==> config.mk <==
export PLATFORM = sky130hd
export DESIGN_NAME = reg_bank_write_arbiter_flat
export DESIGN_NICKNAME = d
export VERILOG_FILES = /design/src/rtl/reg_bank_write_arbiter_pkg.sv /design/src/rtl/reg_bank_write_arbiter_if.sv /design/src/rtl/reg_bank_write_arbiter_rr_arbiter.sv /design/src/rtl/reg_bank_write_arbiter.sv /design/src/flat_wrapper.sv
export SDC_FILE = /design/constraint.sdc
export NUM_CORES = 1
export LEC_CHECK = 0
export ABC_AREA = 1
export BUFFER_PORTS_ARGS = -buffer_cell sky130_fd_sc_hd__buf_2
export CORE_MARGIN = 2
export CORE_UTILIZATION = 30
export DETAILED_ROUTE_END_ITERATION = 10
export SLEW_MARGIN = 20
export SYNTH_ARGS = -nofsm -noshare
export SYNTH_HDL_FRONTEND = slang
export SYNTH_SLANG_ARGS = --single-unit
==> constraint.sdc <==
create_clock -name clk -period 4.5 [get_ports clk]
set_clock_uncertainty 0.1 [all_clocks]
set_input_delay 0.9 -clock clk [delete_from_list [all_inputs] [get_ports clk]]
set_output_delay 0.9 -clock clk [all_outputs]
set_load 0.01 [all_outputs]
==> src/rtl/reg_bank_write_arbiter_pkg.sv <==
// Shared types and sizing helpers for the register-bank write arbiter.
// Imported by the interface, the round-robin arbiter and the top level.
package reg_bank_arb_pkg;

    typedef enum logic {
        IDLE,
        LOCKED
    } arb_state_t;

    // Index width that never collapses to zero bits.
    function automatic int idx_w(input int n);
        return (n > 1) ? $clog2(n) : 1;
    endfunction

    localparam int WIDTH_DFLT = 8;
    localparam int NREQ_DFLT  = 4;
    localparam int NREG_DFLT  = 8;
    localparam int AW_DFLT    = idx_w(NREG_DFLT);
    localparam int IW_DFLT    = idx_w(NREQ_DFLT);

endpackage

==> src/rtl/reg_bank_write_arbiter_if.sv <==
// Request/grant bus plus read port of the shared register bank.
// The master side drives requests; the bank arbiter is the slave.
interface reg_bank_write_arbiter_if
    import reg_bank_arb_pkg::*;
#(
    parameter int WIDTH = WIDTH_DFLT,
    parameter int NREQ  = NREQ_DFLT,
    parameter int NREG  = NREG_DFLT
);
    localparam int AW = idx_w(NREG);
    localparam int IW = idx_w(NREQ);

    logic [NREQ-1:0]           req_valid;
    logic [NREQ-1:0]           req_lock;
    logic [NREQ-1:0][AW-1:0]   req_addr;
    logic [NREQ-1:0][WIDTH-1:0] req_data;
    logic [NREQ-1:0]           req_ready;
    logic [IW-1:0]             grant_id;
    logic                      locked;
    logic [AW-1:0]             rd_addr;
    logic [WIDTH-1:0]          rd_data;

    modport master (
        output req_valid, req_lock, req_addr, req_data, rd_addr,
        input  req_ready, grant_id, locked, rd_data
    );

    modport slave (
        input  req_valid, req_lock, req_addr, req_data, rd_addr,
        output req_ready, grant_id, locked, rd_data
    );

endinterface

==> src/rtl/reg_bank_write_arbiter_rr_arbiter.sv <==
// Round-robin picker: first request at/after the pointer, with wrap.
// Pointer moves to winner+1 on advance unless hold is set.
module rr_arbiter
    import reg_bank_arb_pkg::*;
#(
    parameter int NREQ = NREQ_DFLT,
    localparam int IW  = idx_w(NREQ)
) (
    input  logic            clk,
    input  logic            rst_n,
    input  logic [NREQ-1:0] req,
    input  logic            advance,
    input  logic            hold,
    output logic [NREQ-1:0] gnt,
    output logic [IW-1:0]   gnt_id
);
    logic [IW-1:0] ptr_q;
    logic [IW-1:0] ptr_d;

    // Scan upward from the pointer and grant the first requester.
    always_comb begin
        gnt    = '0;
        gnt_id = '0;
        for (int i = 0; i < NREQ; i++) begin
            int idx;
            idx = int'(ptr_q) + i;
            if (idx >= NREQ) idx = idx - NREQ;
            if (req[idx] && gnt == '0) begin
                gnt[idx] = 1'b1;
                gnt_id   = IW'(idx);
            end
        end
    end

    // Next pointer: one past the winner, wrapping at NREQ-1.
    always_comb begin
        ptr_d = ptr_q;
        if (advance && !hold) begin
            if (int'(gnt_id) == NREQ - 1) ptr_d = '0;
            else ptr_d = gnt_id + IW'(1);
        end
    end

    // Pointer register.
    always_ff @(posedge clk or negedge rst_n) begin
        if (!rst_n) ptr_q <= '0;
        else ptr_q <= ptr_d;
    end

endmodule

==> src/rtl/reg_bank_write_arbiter.sv <==
// Shared register bank with one round-robin arbitrated write port,
// burst locking by a single owner and a combinational read port.
module reg_bank_write_arbiter
    import reg_bank_arb_pkg::*;
#(
    parameter int WIDTH = WIDTH_DFLT,
    parameter int NREQ  = NREQ_DFLT,
    parameter int NREG  = NREG_DFLT
) (
    input  logic                   clk,
    input  logic                   reset,
    reg_bank_write_arbiter_if.slave bus
);
    localparam int AW = idx_w(NREG);
    localparam int IW = idx_w(NREQ);

    arb_state_t       state_q, state_d;
    logic [IW-1:0]    owner_q, owner_d;
    logic [NREQ-1:0]  arb_req;
    logic [NREQ-1:0]  gnt;
    logic [IW-1:0]    gnt_id;
    logic             xfer;
    logic             win_lock;
    logic             hold;
    logic [AW-1:0]    wr_addr;
    logic [WIDTH-1:0] wr_data;
    logic [WIDTH-1:0] bank [NREG];

    // While locked only the owner may compete for the port.
    always_comb begin
        arb_req = bus.req_valid;
        if (state_q == LOCKED)
            arb_req = bus.req_valid & (NREQ'(1) << owner_q);
    end

    rr_arbiter #(.NREQ(NREQ)) u_rr (
        .clk     (clk),
        .rst_n   (reset),
        .req     (arb_req),
        .advance (xfer),
        .hold    (hold),
        .gnt     (gnt),
        .gnt_id  (gnt_id)
    );

    assign xfer     = reset && (gnt != '0);
    assign win_lock = bus.req_lock[gnt_id];
    assign hold     = (state_q == LOCKED) && win_lock;
    assign wr_addr  = bus.req_addr[gnt_id];
    assign wr_data  = bus.req_data[gnt_id];

    assign bus.req_ready = reset ? gnt : '0;
    assign bus.grant_id  = reset ? gnt_id : '0;
    assign bus.locked    = (state_q == LOCKED);

    // Lock FSM: enter on a locking write, leave on owner's unlocking write.
    always_comb begin
        state_d = state_q;
        owner_d = owner_q;
        unique case (state_q)
            IDLE: begin
                if (xfer && win_lock) begin
                    state_d = LOCKED;
                    owner_d = gnt_id;
                end
            end
            LOCKED: begin
                if (xfer && !win_lock) state_d = IDLE;
            end
            default: state_d = IDLE;
        endcase
    end

    // FSM state and lock owner registers.
    always_ff @(posedge clk or negedge reset) begin
        if (!reset) begin
            state_q <= IDLE;
            owner_q <= '0;
        end else begin
            state_q <= state_d;
            owner_q <= owner_d;
        end
    end

    // One register per bank entry; out-of-range addresses match none.
    for (genvar r = 0; r < NREG; r++) begin : g_reg
        logic [WIDTH-1:0] reg_q;
        logic [WIDTH-1:0] reg_d;

        // Load on a transfer that targets this entry.
        always_comb begin
            reg_d = reg_q;
            if (xfer && int'(wr_addr) == r) reg_d = wr_data;
        end

        // Bank entry register.
        always_ff @(posedge clk or negedge reset) begin
            if (!reset) reg_q <= '0;
            else reg_q <= reg_d;
        end

        assign bank[r] = reg_q;
    end

    // Read mux; unmapped addresses read as zero.
    always_comb begin
        bus.rd_data = '0;
        if (int'(bus.rd_addr) < NREG) bus.rd_data = bank[bus.rd_addr];
    end

endmodule

==> src/flat_wrapper.sv <==
// flat-port wrapper written by rule: the top's interface ports become plain ports
module reg_bank_write_arbiter_flat import reg_bank_arb_pkg::*;
#(
    parameter int WIDTH = WIDTH_DFLT,
    parameter int NREQ  = NREQ_DFLT,
    parameter int NREG  = NREG_DFLT
)
  (clk, reset, bus_req_valid, bus_req_lock, bus_req_addr, bus_req_data, bus_rd_addr, bus_req_ready, bus_grant_id, bus_locked, bus_rd_data);
  reg_bank_write_arbiter_if #(.WIDTH(WIDTH), .NREQ(NREQ), .NREG(NREG)) bus_i ();
  input  logic clk;
  input  logic reset;
  input wire logic [$bits(bus_i.req_valid)-1:0] bus_req_valid;
  input wire logic [$bits(bus_i.req_lock)-1:0] bus_req_lock;
  input wire logic [$bits(bus_i.req_addr)-1:0] bus_req_addr;
  input wire logic [$bits(bus_i.req_data)-1:0] bus_req_data;
  input wire logic [$bits(bus_i.rd_addr)-1:0] bus_rd_addr;
  output wire logic [$bits(bus_i.req_ready)-1:0] bus_req_ready;
  output wire logic [$bits(bus_i.grant_id)-1:0] bus_grant_id;
  output wire logic [$bits(bus_i.locked)-1:0] bus_locked;
  output wire logic [$bits(bus_i.rd_data)-1:0] bus_rd_data;
  assign bus_i.req_valid = bus_req_valid;
  assign bus_i.req_lock = bus_req_lock;
  assign bus_i.req_addr = bus_req_addr;
  assign bus_i.req_data = bus_req_data;
  assign bus_i.rd_addr = bus_rd_addr;
  assign bus_req_ready = bus_i.req_ready;
  assign bus_grant_id = bus_i.grant_id;
  assign bus_locked = bus_i.locked;
  assign bus_rd_data = bus_i.rd_data;
  reg_bank_write_arbiter #(.WIDTH(WIDTH), .NREQ(NREQ), .NREG(NREG)) u_core (.clk(clk), .reset(reset), .bus(bus_i));
endmodule
# == Word level (Yosys, flattened, before mapping) ==
# Cells that the tools add are included.
# word_totals
ff_bits,69
elab_cells,124
# op_classes
add_sub_neg,8
order_cmp,14
n_eq_ne,8
n_shift,1
muxes,48
bitwise,6
reduce_logical,28
# op_table
operator,count
$ge 32x1->1 const B,4
$lt 32x4->1 const B,4
$mux 32,4
$bmux 8 s3,1
$mux 4,6
$mux 8,3
$logic_and 1x1->1,20
$bmux 8 s2,1
$mux 1,15
$eq 3x3->1 const B,4
$logic_not 4->1,3
$mux 2,6
$or 4x4->4,3
$sub 3x3->4 const B,3
$bmux 1 s2,5
$ge 3x3->1 const B,3
$demux 1 s2,4
$add 2x2->3 const B,2
$bmux 3 s2,1
$eq 3x2->1 const B,2
$and 4x4->4,1
$ge 4x4->1 const B,1
$not 3->4,1
$reduce_bool 4->1,1
other kinds (14),15

# == Longest topological paths before layout ==
# Gate-level depths: netlist of run 1.
# logic_depth
ltp_word,22
ltp_mapped,26
ltp_nobuf,25

# == Hierarchy ==
# A second synthesis of run 1 with hierarchy kept.
# hier_totals
cells_unflattened,662
area_unflattened_um2,4614.4
# by_module_without_submodules
mod,instances,cells_per_inst,area_each_um2,seq_area_each_um2
reg_bank_write_arbiter,1,559,3933.8,1676.6
rr_arbiter,1,103,680.7,50.0

# == Least setup slack after synthesis of run 1 ==
# No wires, ideal clock.
# synth_path
kind,register -> output
startpoint,register u_core.u_rr.ptr_q[1]
endpoint,output port bus_grant_id[0]
t_arrival_ns,2.687
t_required_ns,3.500
slack_ns,0.813
stages_incl_launch_ff,20
n_path_buf,1
path_cell_list,dfrtp_1 -> inv_1 -> ha_1 -> inv_1 -> nand3_1 -> nand2_1 -> inv_2 -> nand2_1 -> inv_2 -> nand3_1 -> nand2_1 -> nor2_4 -> nand3_1 -> nand2_2 -> nor2_8 -> nand2_8 -> nand2_2 -> nand2_2 -> buf_2 -> nor2_1
# synth_between
elab_chain_cells,17
# synth_lines
item,line_no,rtl
from (decl),reg_bank_write_arbiter_rr_arbiter.sv:17,logic [IW-1:0] ptr_q;
from (signal assigned),reg_bank_write_arbiter_rr_arbiter.sv:47,else ptr_q <= ptr_d;
branches (longest 15 deep; another with $ge 32x1->1),--,
$mux 2 *,reg_bank_write_arbiter_rr_arbiter.sv:28,if (req[idx] && gnt == '0) begin
$mux 2 *,reg_bank_write_arbiter.sv:53,assign bus.grant_id = reset ? gnt_id : '0;
to (decl),flat_wrapper.sv:18,output wire logic [$bits(bus_i.grant_id)-1:0] bus_grant_id;
# Every way passes the cells marked *. The select of a mux whose other input is x is not followed.

# == Worst setup path in the final report of run 1 ==
# layout_path
startpoint,register u_core.u_rr.ptr_q[1]
endpoint,output port bus_grant_id[1]
# Same word-level chain as after synthesis.

==> run summary, run 1 <==
The maximum fanout along the worst path was 11. The pre-antenna-repair detailed-routing pass consisted of 5 iterations. The tools report the required time of the critical path as 3.50 ns.

The library cell with the largest summed area after synthesis was sky130_fd_sc_hd__dfrtp_1. Synthesis produced a netlist with a net count of 740. Detailed placement finished with a half-perimeter wire length of 9680 um. For the max-cap violation count, the log shows 0. Counting instances in the post-synthesis netlist gives the leading cell types as sky130_fd_sc_hd__nand2_1 (228), sky130_fd_sc_hd__nand3_1 (116), sky130_fd_sc_hd__dfrtp_1 (69), sky130_fd_sc_hd__nor2_1 (65), sky130_fd_sc_hd__inv_1 (40). Die span in x: 130 um. The family with the most delay on the worst path is simple AND/OR/NAND/NOR gates. In the synthesized netlist the dominant register cell turns out to be sky130_fd_sc_hd__dfrtp_1. The worst slew margin relative to its limit came out at 0.394. The flow ran to the end, and the final reports show no timing, DRC or antenna violations. The count of final max-slew check failures was 0. For the pin with the worst max-slew slack, the measured transition is 0.910 ns. For the final routed database, the setup TNS stands at 0 ns.

Minimum clock period: 4.17 ns. TritonCTS built the clock tree. The number of failing hold endpoints at the final stage was 0; the maximum frequency from static timing analysis was 240 MHz. On the worst path, the slowest cell contributes a delay of 0.46 ns. At the worst endpoint, the arrival time is 3.17 ns. STA classifies the critical path startpoint as a register.

The H-tree was split into 3 levels. The tools report the final estimated routing congestion in global placement as 0.843. Die span in y: 130 um. The final worst-path cycle share is 0.926, and the via count of the first global-routing pass is 4,255.

Total global routing track utilization: 0.171. The total congestion overflow was 0; the synthesized instance count was 675. The number of buffer and inverter instances along the worst setup path was 5. After synthesis, the netlist uses 32 different library cells. Setup repair after global routing left no endpoint under its margin. Buffers inserted during clock tree synthesis total 9. Largest net degree at the start of global routing: 70. The tree built by TritonCTS fans out to 69 sinks. The slowest stage of the critical path belongs to the cell sky130_fd_sc_hd__dfrtp_2. The tools report the category of the worst setup path capture point as an output pin.

The async set-reset flop share out of synthesis is 1.00, and the post-synthesis register bit count is 69. The total number of vias is 4,644. The floorplan step defined a die boundary enclosing 16,900 um^2.

The mean cell area of the mapped netlist is 7.05 um^2, and the placeable core region is 15,700 um^2. The number of setup buffers added after CTS is 0. Clock-pin slew was measured on the worst setup and hold paths at 0.06 ns.

After detailed placement, the design holds a cell count of 949. Sorting the synthesized cells by area gives the leading types as sky130_fd_sc_hd__dfrtp_1 (36%), sky130_fd_sc_hd__nand2_1 (18%), sky130_fd_sc_hd__nand3_1 (12%). In this run the cell area of the synthesized design comes to 4760 um^2. The longest clock path from root to sink contains 2 buffers. The floorplan has 46 rows. For the post-route worst hold slack, the log shows 0.368 ns. Setup violations remaining at the end of the flow were counted as 0. The share of the synthesized area in the top cell type works out to 0.363. The critical path is of the reg -> out type. In the final routed layout, each cell accounts on average for 14.4 um.

The critical path goes through inv_1 -> ha_4 -> inv_1 -> nand3_1 -> nand2_1 -> inv_2 -> nand2_1 -> inv_2 -> nand3_1 -> nand2_1 -> nor2_4 -> nand3_1 -> nand2_2 -> nor2_8 -> nand2_8 -> o21ai_2 -> nor2_1 -> buf_2. In this run the count of I/O pins placed on the die edge is 72. The final-stage net count is 809.

The most used standard cell by instance count after synthesis was sky130_fd_sc_hd__nand2_1. The routed wire length came out at 13,900 um. The run gives 0.363 as the fraction of the yosys area taken by sequential cells.

The number of antenna violations at the first check in global routing is 0, and the total of buffers placed on input and output ports is 71. The clock latency on the worst-skew pair was 0.33 ns; the initial detailed-routing violation count was 357. The initial core utilization is 0.303. The final standard cell count with taps included and fillers excluded is 965, and the layout cell share with drive strength beyond 1 is 0.208. The number of antenna-violating nets in the routed design is 0. For this run, design rule violations remaining after detail routing come to 0. The first global-routing pass estimated 22,400 um of wire. The cell at the root of the clock tree was sky130_fd_sc_hd__clkbuf_16. The number of vias per cell was 4.81. For the number of inserted diodes, the log shows 0. The area growth from synthesis to layout is 18.7%.

The tightest min-delay check is of the reg -> reg type. The synthesized design contains 0 enable-type register cells. During synthesis, Yosys emitted a total of 0 warnings.
==> cell families (layout without fill, tap and decap cells) <==
logic type / count (synthesis) / after routing / share of synthesized area
fa+ha+maj: 8 / 8 / 0.0210
buf+inv: 70 / 144 / 0.0728
compound gates: 72 / 72 / 0.0936
simple gates: 455 / 455 / 0.448
flops: 69 / 69 / 0.363
xor+xnor: 1 / 1 / 0.00184
==> repair_timing <==
item                                    CTS  global route
endpoints found under the hold margin     0             0
gates resized for setup                   0             4
endpoints found under the setup margin    0            57
hold buffers                              0             0
==> per-layer routing <==
layer,vias up,share of wire,track usage
met5,-,0,0
met4,0,0.019,0.0588
met3,16,0.055,0.0287
met2,144,0.46,0.267
met1,2143,0.46,0.239
li1,2341,-,-
==> cells in the final DEF (no fill, tap or decap), drive strengths merged, types with 3 or more instances in the layout <==
| master | instances |
|---|---|
| buf | 84 |
| nand2 | 252 |
| clkinv | 3 |
| nand3 | 127 |
| nor2 | 75 |
| ha | 8 |
| a31oi | 9 |
| inv | 45 |
| o22ai | 8 |
| a21oi | 3 |
| o21ai | 41 |
| clkbuf | 9 |
| o211ai | 8 |
| dfrtp | 69 |
==> tightest hold or removal path, cell delays in order, from the launching register on <==
cell and delay (ns):
sky130_fd_sc_hd__dfrtp_1 0.34, sky130_fd_sc_hd__nand2_1 0.05, sky130_fd_sc_hd__nand2_1 0.04
==> area by class of cell <==
| type | count | area, um^2 |
|---|---|---|
| sequential | 69 | 1730 |
| tap | 216 | 270 |
| clock inverter | 7 | 98.8 |
| timing repair buffer | 84 | 455 |
| multi-input combinational | 536 | 2700 |
| fill | 1678 | 10100 |
| clock buffer | 9 | 225 |
| inverter | 44 | 168 |
==> sequential cells by signal (all words and copies together), names as in the netlist <==
| name | flops |
|---|---|
| u_core.g.reg_q | 64 |
| u_core.u_rr.ptr_q | 2 |
| u_core.owner_q | 2 |
| u_core.bus.locked | 1 |
==> worst paths after layout <==
| check | start | to | slack (ns) | cells after the start |
|---|---|---|---|---|
| worst max-delay path | u_core.u_rr.ptr_q[1] | bus_grant_id[1] | 0.33 | 18 |
| worst min-delay path | u_core.g_reg[3].reg_q[0] | u_core.g_reg[3].reg_q[0] | 0.37 | 2 |
| worst max register to register | u_core.u_rr.ptr_q[1] | u_core.g_reg[0].reg_q[2] | 0.61 | 23 |
| worst min register to register | u_core.g_reg[3].reg_q[0] | u_core.g_reg[3].reg_q[0] | 0.37 | 2 |
| max in group asynchronous | reset | u_core.u_rr.ptr_q[1] | 2.91 | 2 |
| min in group asynchronous | reset | u_core.g_reg[0].reg_q[3] | 0.73 | 2 |
==> per-stage QoR <==
stage | utilization | area (um^2) | setup WS (ns)
after CTS | 0.358 | 5630 | 0.00775
after global placement | 0.338 | 5310 | 0.512
after global routing | 0.360 | 5650 | 0.0791
final | 0.360 | 5650 | 0.333
after floorplan | - | 4760 | 0.813
after detailed placement | 0.338 | 5310 | 0.381
Power of run 1 is left out: the tool's default activity adds up to more than one toggle a clock period on the data nets, which glitch-free logic cannot reach.
==> inputs of run 2 (changes only) <==
--- a/config.mk
+++ b/config.mk
@@ -5,7 +5,7 @@
 export SDC_FILE = /design/constraint.sdc
 export NUM_CORES = 1
 export LEC_CHECK = 0
-export ABC_AREA = 1
+export ABC_AREA = 0
 export BUFFER_PORTS_ARGS = -buffer_cell sky130_fd_sc_hd__buf_2
 export CORE_MARGIN = 2
 export CORE_UTILIZATION = 30
==> run summary, run 2 <==
The flow ran to the end, and the final reports show no timing, DRC or antenna violations. The tightest hold path in the finished design has a slack of 0.328 ns. The run gives 72 as the number of top-level pins. The clock tree synthesis step divided the H-tree into 3 levels. The synthesized design spends more area on one cell type than any other, namely sky130_fd_sc_hd__dfrtp_1. The tools report the initial core utilization as 0.310. The critical path start-end classification was reg -> out.

The Yosys step of the flow raised 0 warnings. Walking the worst path, the cells encountered are inv_1 -> buf_4 -> ha_1 -> o31ai_4 -> a211oi_2 -> o31a_1 -> and2_1 -> buf_4 -> o21ai_1 -> nor2_1 -> buf_2. The tree is rooted in a sky130_fd_sc_hd__clkbuf_16. Entering global routing, the biggest net connects 65 pins. Synthesis produced a netlist with a net count of 385. The mean cell area of the mapped netlist was 13.6 um^2; the final standard cell area without fillers was 5390 um^2. Yosys attributes the largest share of cell area to sky130_fd_sc_hd__dfrtp_1 (40%), sky130_fd_sc_hd__mux2_2 (19%), sky130_fd_sc_hd__mux4_2 (15%). The number of antenna-violating nets in the routed design was 0; the post-CTS clock slew at the launch and capture registers of the worst setup and hold paths was 0.05 ns. The slew at the pin closest to its max-slew limit works out to 0.787 ns.

The number of antenna violations at the first check in global routing came out at 1. The mapped netlist covers 4340 um^2. The most common cell after layout, fill and taps aside was sky130_fd_sc_hd__mux2_2.

The tools report the endpoint arrival time on the critical path as 3.29 ns. At the end of routability-driven placement, the weighted congestion stood at 0.921. TritonCTS built the clock tree. Measured along the y axis, the die boundary spans 124 um. In the layout the commonest cells are sky130_fd_sc_hd__mux2_2 (72), sky130_fd_sc_hd__buf_2 (71), sky130_fd_sc_hd__dfrtp_1 (67), sky130_fd_sc_hd__mux4_2 (29), sky130_fd_sc_hd__buf_4 (24).

Count of final max-slew check failures: 0. Along the worst path, the maximum fanout reaches 8. For the worst setup path, the data required time is 3.50 ns.

Total number of vias: 3,177. Setup violations remaining at the end of the flow were counted as 0. The area growth from synthesis to layout is 24.3%. The share of the synthesized area in the top cell type is 0.398, and the total global routing track utilization is 0.137. The first global-routing pass estimated 16,900 um of wire. The run gives 0.398 as the fraction of the yosys area taken by sequential cells.

Total congestion overflow: 0. The first routing iteration left 198 violations. The max-cap violation count was 0; the number of vias per cell was 5.30. On the worst path, the slowest cell contributes a delay of 0.46 ns. By count the netlist is led by sky130_fd_sc_hd__mux2_2 (72), sky130_fd_sc_hd__dfrtp_1 (69), sky130_fd_sc_hd__mux4_2 (29), sky130_fd_sc_hd__inv_1 (13), sky130_fd_sc_hd__nand2_1 (10). The first-pass detailed-route iteration total was 4.

The placed cell area was 5020 um^2. Summed over all layers, the routed wires come to 10,400 um. Final worst slack: 0.213 ns. The number of buffers and inverters on the critical path is 4. After clock tree synthesis, the flow added hold-fix buffers numbering 0. The floorplan has 43 rows. In this run the standard cell core region covers 14,000 um^2. The kind of cell with the highest combined delay along the critical path is compound AO/OA/AOI/OAI gates.

The final worst-path cycle share was 0.953; the total of buffers placed on input and output ports was 71. The final-stage net count is 478, and the clock latency on the worst-skew pair is 0.32 ns. Count of filler cells inserted in the layout: 1,343. The async set-reset flop share out of synthesis was 1.00.

In the synthesized netlist the dominant register cell turns out to be sky130_fd_sc_hd__dfrtp_1. Worst min-delay path class: in -> async. Setup repair after global routing left no endpoint under its margin.

The half-perimeter wire length of the detailed placement result is 7670 um, and the layout cell share with drive strength beyond 1 is 0.567. In this run, distinct cell masters in the synthesized netlist total 58. In the routed design, unresolved DRC markers number 0. The largest registers in the layout are u_core.g.reg_q x64, u_core.owner_q x2, u_core.u_rr.ptr_q x2.

The worst slew margin relative to its limit came out at 0.475. After synthesis the netlist holds a flip-flop and latch count of 69. The worst setup path is captured at an output pin. The tools report the die outline area as 15,400 um^2. The register with the most flip-flops in the layout has 64 of them. The average wire length per cell after detail routing came out at 17.3 um. On the critical path, the stage with the largest delay is an instance of sky130_fd_sc_hd__o31ai_4. Type of origin of the critical path: a register. Timing would allow up to 233 MHz. Counting flops per register, the top entry is u_core.g.reg_q. OpenSTA, run right after detailed placement, puts the worst setup slack at -0.0995 ns. The via count of the first global-routing pass was 3,281.

Among all cell types in the netlist, the one instantiated most often is sky130_fd_sc_hd__mux2_2. Clock tree synthesis found a total of 69 sinks. Synthesis handed over a netlist of 320 instances.

From left edge to right edge, the die measures 124 um. By instance count, the cell type seen most on the critical path is sky130_fd_sc_hd__buf_4. For the buffer levels on the longest clock path, the log shows 2. After layout, the minimum clock period comes to 4.29 ns. Clock tree synthesis inserted a total of 9 buffers. The run gives 0 as the number of failing hold endpoints at the final stage.

The synthesized design contains 0 enable-type register cells.
==> run 2: cell count changes in the layout (fill, tap and decap cells not counted), sizes merged, moves of 6 or more <==
cell,previous run,this run
nand2,252,10
nand3,127,4
mux2,0,76
nor2,75,7
o21ai,41,8
inv,45,13
mux4,0,29
buf,84,97
a211oi,0,8
mux2i,0,6
==> run 2: repair_timing <==
| item | in CTS | in global routing |
|---|---|---|
| resized for setup | 2 | 3 |
| setup buffers | 0 | 7 |
| endpoints found under the setup margin | 1 | 67 |
| pin swaps | 0 | 1 |
==> run 2: layout make-up <==
cell class                      count  area, um^2  share of cell area
Sequential cell                    69        1730               0.321
Timing Repair Buffer               97         576               0.107
Multi-Input combinational cell    223        2510               0.465
Antenna cell                        1        2.50            0.000464
Tap cell                          180         225              0.0418
Clock buffer                       13         260              0.0483
Clock inverter                      3        43.8             0.00812
Inverter                           13        48.8             0.00905
==> run 2: final timing paths <==
kind	from	endpoint	slack (ns)	cells past startpoint
worst max-delay path	u_core.u_rr.ptr_q[0]	bus_grant_id[1]	0.21	11
worst min-delay path	reset	u_core.owner_q[0]	0.33	1
worst max register to register	u_core.u_rr.ptr_q[0]	u_core.g_reg[1].reg_q[6]	0.26	13
worst min register to register	u_core.g_reg[1].reg_q[3]	u_core.g_reg[1].reg_q[3]	0.38	1
max in group asynchronous	reset	u_core.g_reg[7].reg_q[4]	2.94	2
min in group clk	u_core.g_reg[1].reg_q[3]	u_core.g_reg[1].reg_q[3]	0.38	1
==> run 2: per-stage QoR <==
step	utilization	cells	setup TNS (ns)
after floorplan	-	320	0
after global placement	0.359	575	-0.316
after detailed placement	0.359	575	-2.52
after CTS	0.381	591	0
after global routing	0.385	599	0
final	0.385	599	0
==> run 2: logic make-up after synthesis <==
logic type                 count (synthesis)  share of synthesized area
AOI/OAI and AO/OA                         59                      0.129
and+or+nand+nor                           44                     0.0594
DFF                                       69                      0.398
muxes                                    111                      0.362
adders and majority gates                  8                     0.0231
xor gates and xnor gates                   1                    0.00202
buffers and inverters                     28                     0.0274
==> run 2: routing by layer <==
metal | share of wire | track usage
met5 | 0 | 0
met4 | 0.022 | 0.0449
met3 | 0.042 | 0.0258
met2 | 0.47 | 0.220
met1 | 0.46 | 0.187
Power of run 2 is left out for the same reason.
==> inputs of run 3 (changes only) <==
--- a/config.mk
+++ b/config.mk
@@ -8,7 +8,7 @@
 export ABC_AREA = 0
 export BUFFER_PORTS_ARGS = -buffer_cell sky130_fd_sc_hd__buf_2
 export CORE_MARGIN = 2
-export CORE_UTILIZATION = 30
+export CORE_UTILIZATION = 40
 export DETAILED_ROUTE_END_ITERATION = 10
 export SLEW_MARGIN = 20
 export SYNTH_ARGS = -nofsm -noshare
==> run summary, run 3 (same netlist as run 2, synthesis figures left out) <==
Number of buffer and inverter instances along the worst setup path: 2. The endpoint arrival time on the critical path is 4.42 ns. The worst min-delay path class was in -> async. For this design the top-level I/O count stands at 72. At the end of routability-driven placement, the weighted congestion stood at 0.818. The run gives 3,170 as the total number of vias. Row generation in the floorplan step produced 38 rows.

Measured along the y axis, the die boundary spans 108 um. The finished cells cover 5360 um^2. At the later pin of the worst-skew pair, clock insertion delay measures 0.33 ns.

The initial detailed-routing violation count is 199. The register with the most flip-flops in the layout has 64 of them. By instance count, the cell type seen most on the critical path is sky130_fd_sc_hd__mux2_2.

The maximum fanout along the worst path was 8; the final worst-path cycle share was 0.957. The setup TNS after final layout was 0 ns; the die outline area was 11,700 um^2. The placeable core region was 10,700 um^2. Measured along the x axis, the die boundary spans 108 um. The routed design could run at a clock period as short as 4.31 ns. After detailed routing, the average wire length per cell comes to 18.3 um. The critical register-to-register path startpoint was u_core.u_rr.ptr_q[0].

The category of the worst setup path capture point is a register. The largest registers in the layout are u_core.g.reg_q x64, u_core.owner_q x2, u_core.u_rr.ptr_q x2. Area growth from synthesis to layout: 23.6%.

For the pin with the worst max-slew slack, the measured transition is 0.831 ns. In this run, CTS created clock tree buffers numbering 9. The count of final max-slew check failures was 0. The library cells used most frequently in the layout, excluding fill and tap cells, are sky130_fd_sc_hd__mux2_2 (72), sky130_fd_sc_hd__buf_2 (71), sky130_fd_sc_hd__dfrtp_1 (68), sky130_fd_sc_hd__mux4_2 (29), sky130_fd_sc_hd__buf_4 (19). Counting along the longest clock path gives a buffer depth of 2. For this run, design rule violations remaining after detail routing come to 0.

In this run the tool buffered the top-level ports with 71 buffer cells. Among all stages on the critical path, the largest delay is contributed by sky130_fd_sc_hd__mux4_2. The layout cell share with drive strength beyond 1 was 0.566.

The tree is rooted in a sky130_fd_sc_hd__clkbuf_8. The depth of the most critical reg-to-reg path is 13. The logs give 5070 um^2 for the placed cell area and 16,500 um for the global-route wire length before repair.

The largest net degree at the start of global routing is 68, and the routed wire length is 10,200 um. The worst setup path is launched from a register. After clock tree synthesis, the clock-pin slew on the worst setup and hold paths is 0.07 ns. The flow ran to the end, and the final reports show no timing, DRC or antenna violations.

The critical path start-end classification is reg -> reg. The tools report the initial core utilization as 0.406. For this run, the top clock speed supported by timing is 232 MHz.

The tools report the number of failing hold endpoints at the final stage as 0. More flip-flops sit in one register than any other, and that register is u_core.g.reg_q. Summed over all nets, the half-perimeter wirelength after detailed placement is 7560 um. On the worst path, the slowest cell contributes a delay of 0.64 ns. The critical path goes through inv_1 -> ha_1 -> or3_1 -> or2_2 -> nand2_1 -> a32o_1 -> nand3_1 -> mux2_2 -> o21ai_4 -> mux4_2 -> a211oi_4 -> buf_12 -> mux2_2. Number of vias per cell: 5.67. The family with the most delay on the worst path is multiplexers. After detailed placement, the design holds a cell count of 538. The number of antenna-violating nets in the routed design is 0, and the via count of the first global-routing pass is 3,089.

Global routing finished with a remaining overflow of 0. For the worst slew margin relative to its limit, the log shows 0.446. Setup violations remaining at the end of the flow were counted as 0. The most common cell after layout, fill and taps aside was sky130_fd_sc_hd__mux2_2. The total global routing track utilization came out at 0.184. For the max-cap violation count, the log shows 0. The first-pass detailed-route iteration total was 4. Data on the critical path is required at its endpoint by 4.61 ns. The count of cells in the finished layout, fillers not included, comes to 559. Sink count of the clock tree: 69. The number of inserted diodes came out at 0. TritonCTS built the clock tree. The internal reg-to-reg setup slack came out at 0.19 ns.

The H-tree was split into 3 levels. In this run the critical register-to-register path is captured at u_core.g_reg[2].reg_q[6]. The post-route worst hold slack is 0.286 ns, and the final-stage net count is 480. The number of antenna violations at the first check in global routing is 0.
run 3: worst max path at each step:
stage	start	cells past startpoint	to	slack, ns
5_1_grt	u_core.u_rr.ptr_q[0]	13	u_core.g_reg[0].reg_q[7]	-0.01
3_3_place_gp	bus_req_valid[3]	12	u_core.g_reg[2].reg_q[4]	0.004
2_1_floorplan	u_core.u_rr.ptr_q[1]	13	bus_grant_id[0]	0.13
6_report	u_core.u_rr.ptr_q[0]	13	u_core.g_reg[2].reg_q[6]	0.19
3_5_place_dp	bus_req_valid[3]	12	u_core.g_reg[2].reg_q[6]	-0.03
4_1_cts	u_core.u_rr.ptr_q[0]	12	bus_grant_id[0]	0.008
run 3: area by class of cell:
| type | count | area [um^2] |
|---|---|---|
| fillers | 935 | 5340 |
| multi-input cells | 223 | 2500 |
| clock inverters | 5 | 100 |
| flip-flops and latches | 69 | 1730 |
| inverters | 13 | 48.8 |
| well taps | 140 | 175 |
| clock buffers | 10 | 128 |
| repair buffers | 99 | 678 |
run 3: stage by stage:
step	setup WS, ns	utilization
after floorplan	0.129	-
after global placement	0.00373	0.474
after detailed placement	-0.0314	0.474
after CTS	0.00846	0.496
after global routing	-0.0131	0.501
final	0.193	0.501
run 3: layer usage:
| layer | part of all wire | global-route usage |
|---|---|---|
| met1 | 0.49 | 0.279 |
| met2 | 0.46 | 0.279 |
| met3 | 0.048 | 0.0319 |
| met4 | 0.0052 | 0.0385 |
| met5 | 0 | 0 |
run 3: timing repair:
| item | in CTS | in global routing |
|---|---|---|
| endpoints found under the setup margin | 1 | 34 |
| pin swaps | 0 | 1 |
| hold endpoints to repair | 0 | 0 |
| setup buffers | 0 | 6 |
| hold buffers | 0 | 0 |
| resized for setup | 1 | 2 |
Power of run 3 is left out for the same reason.
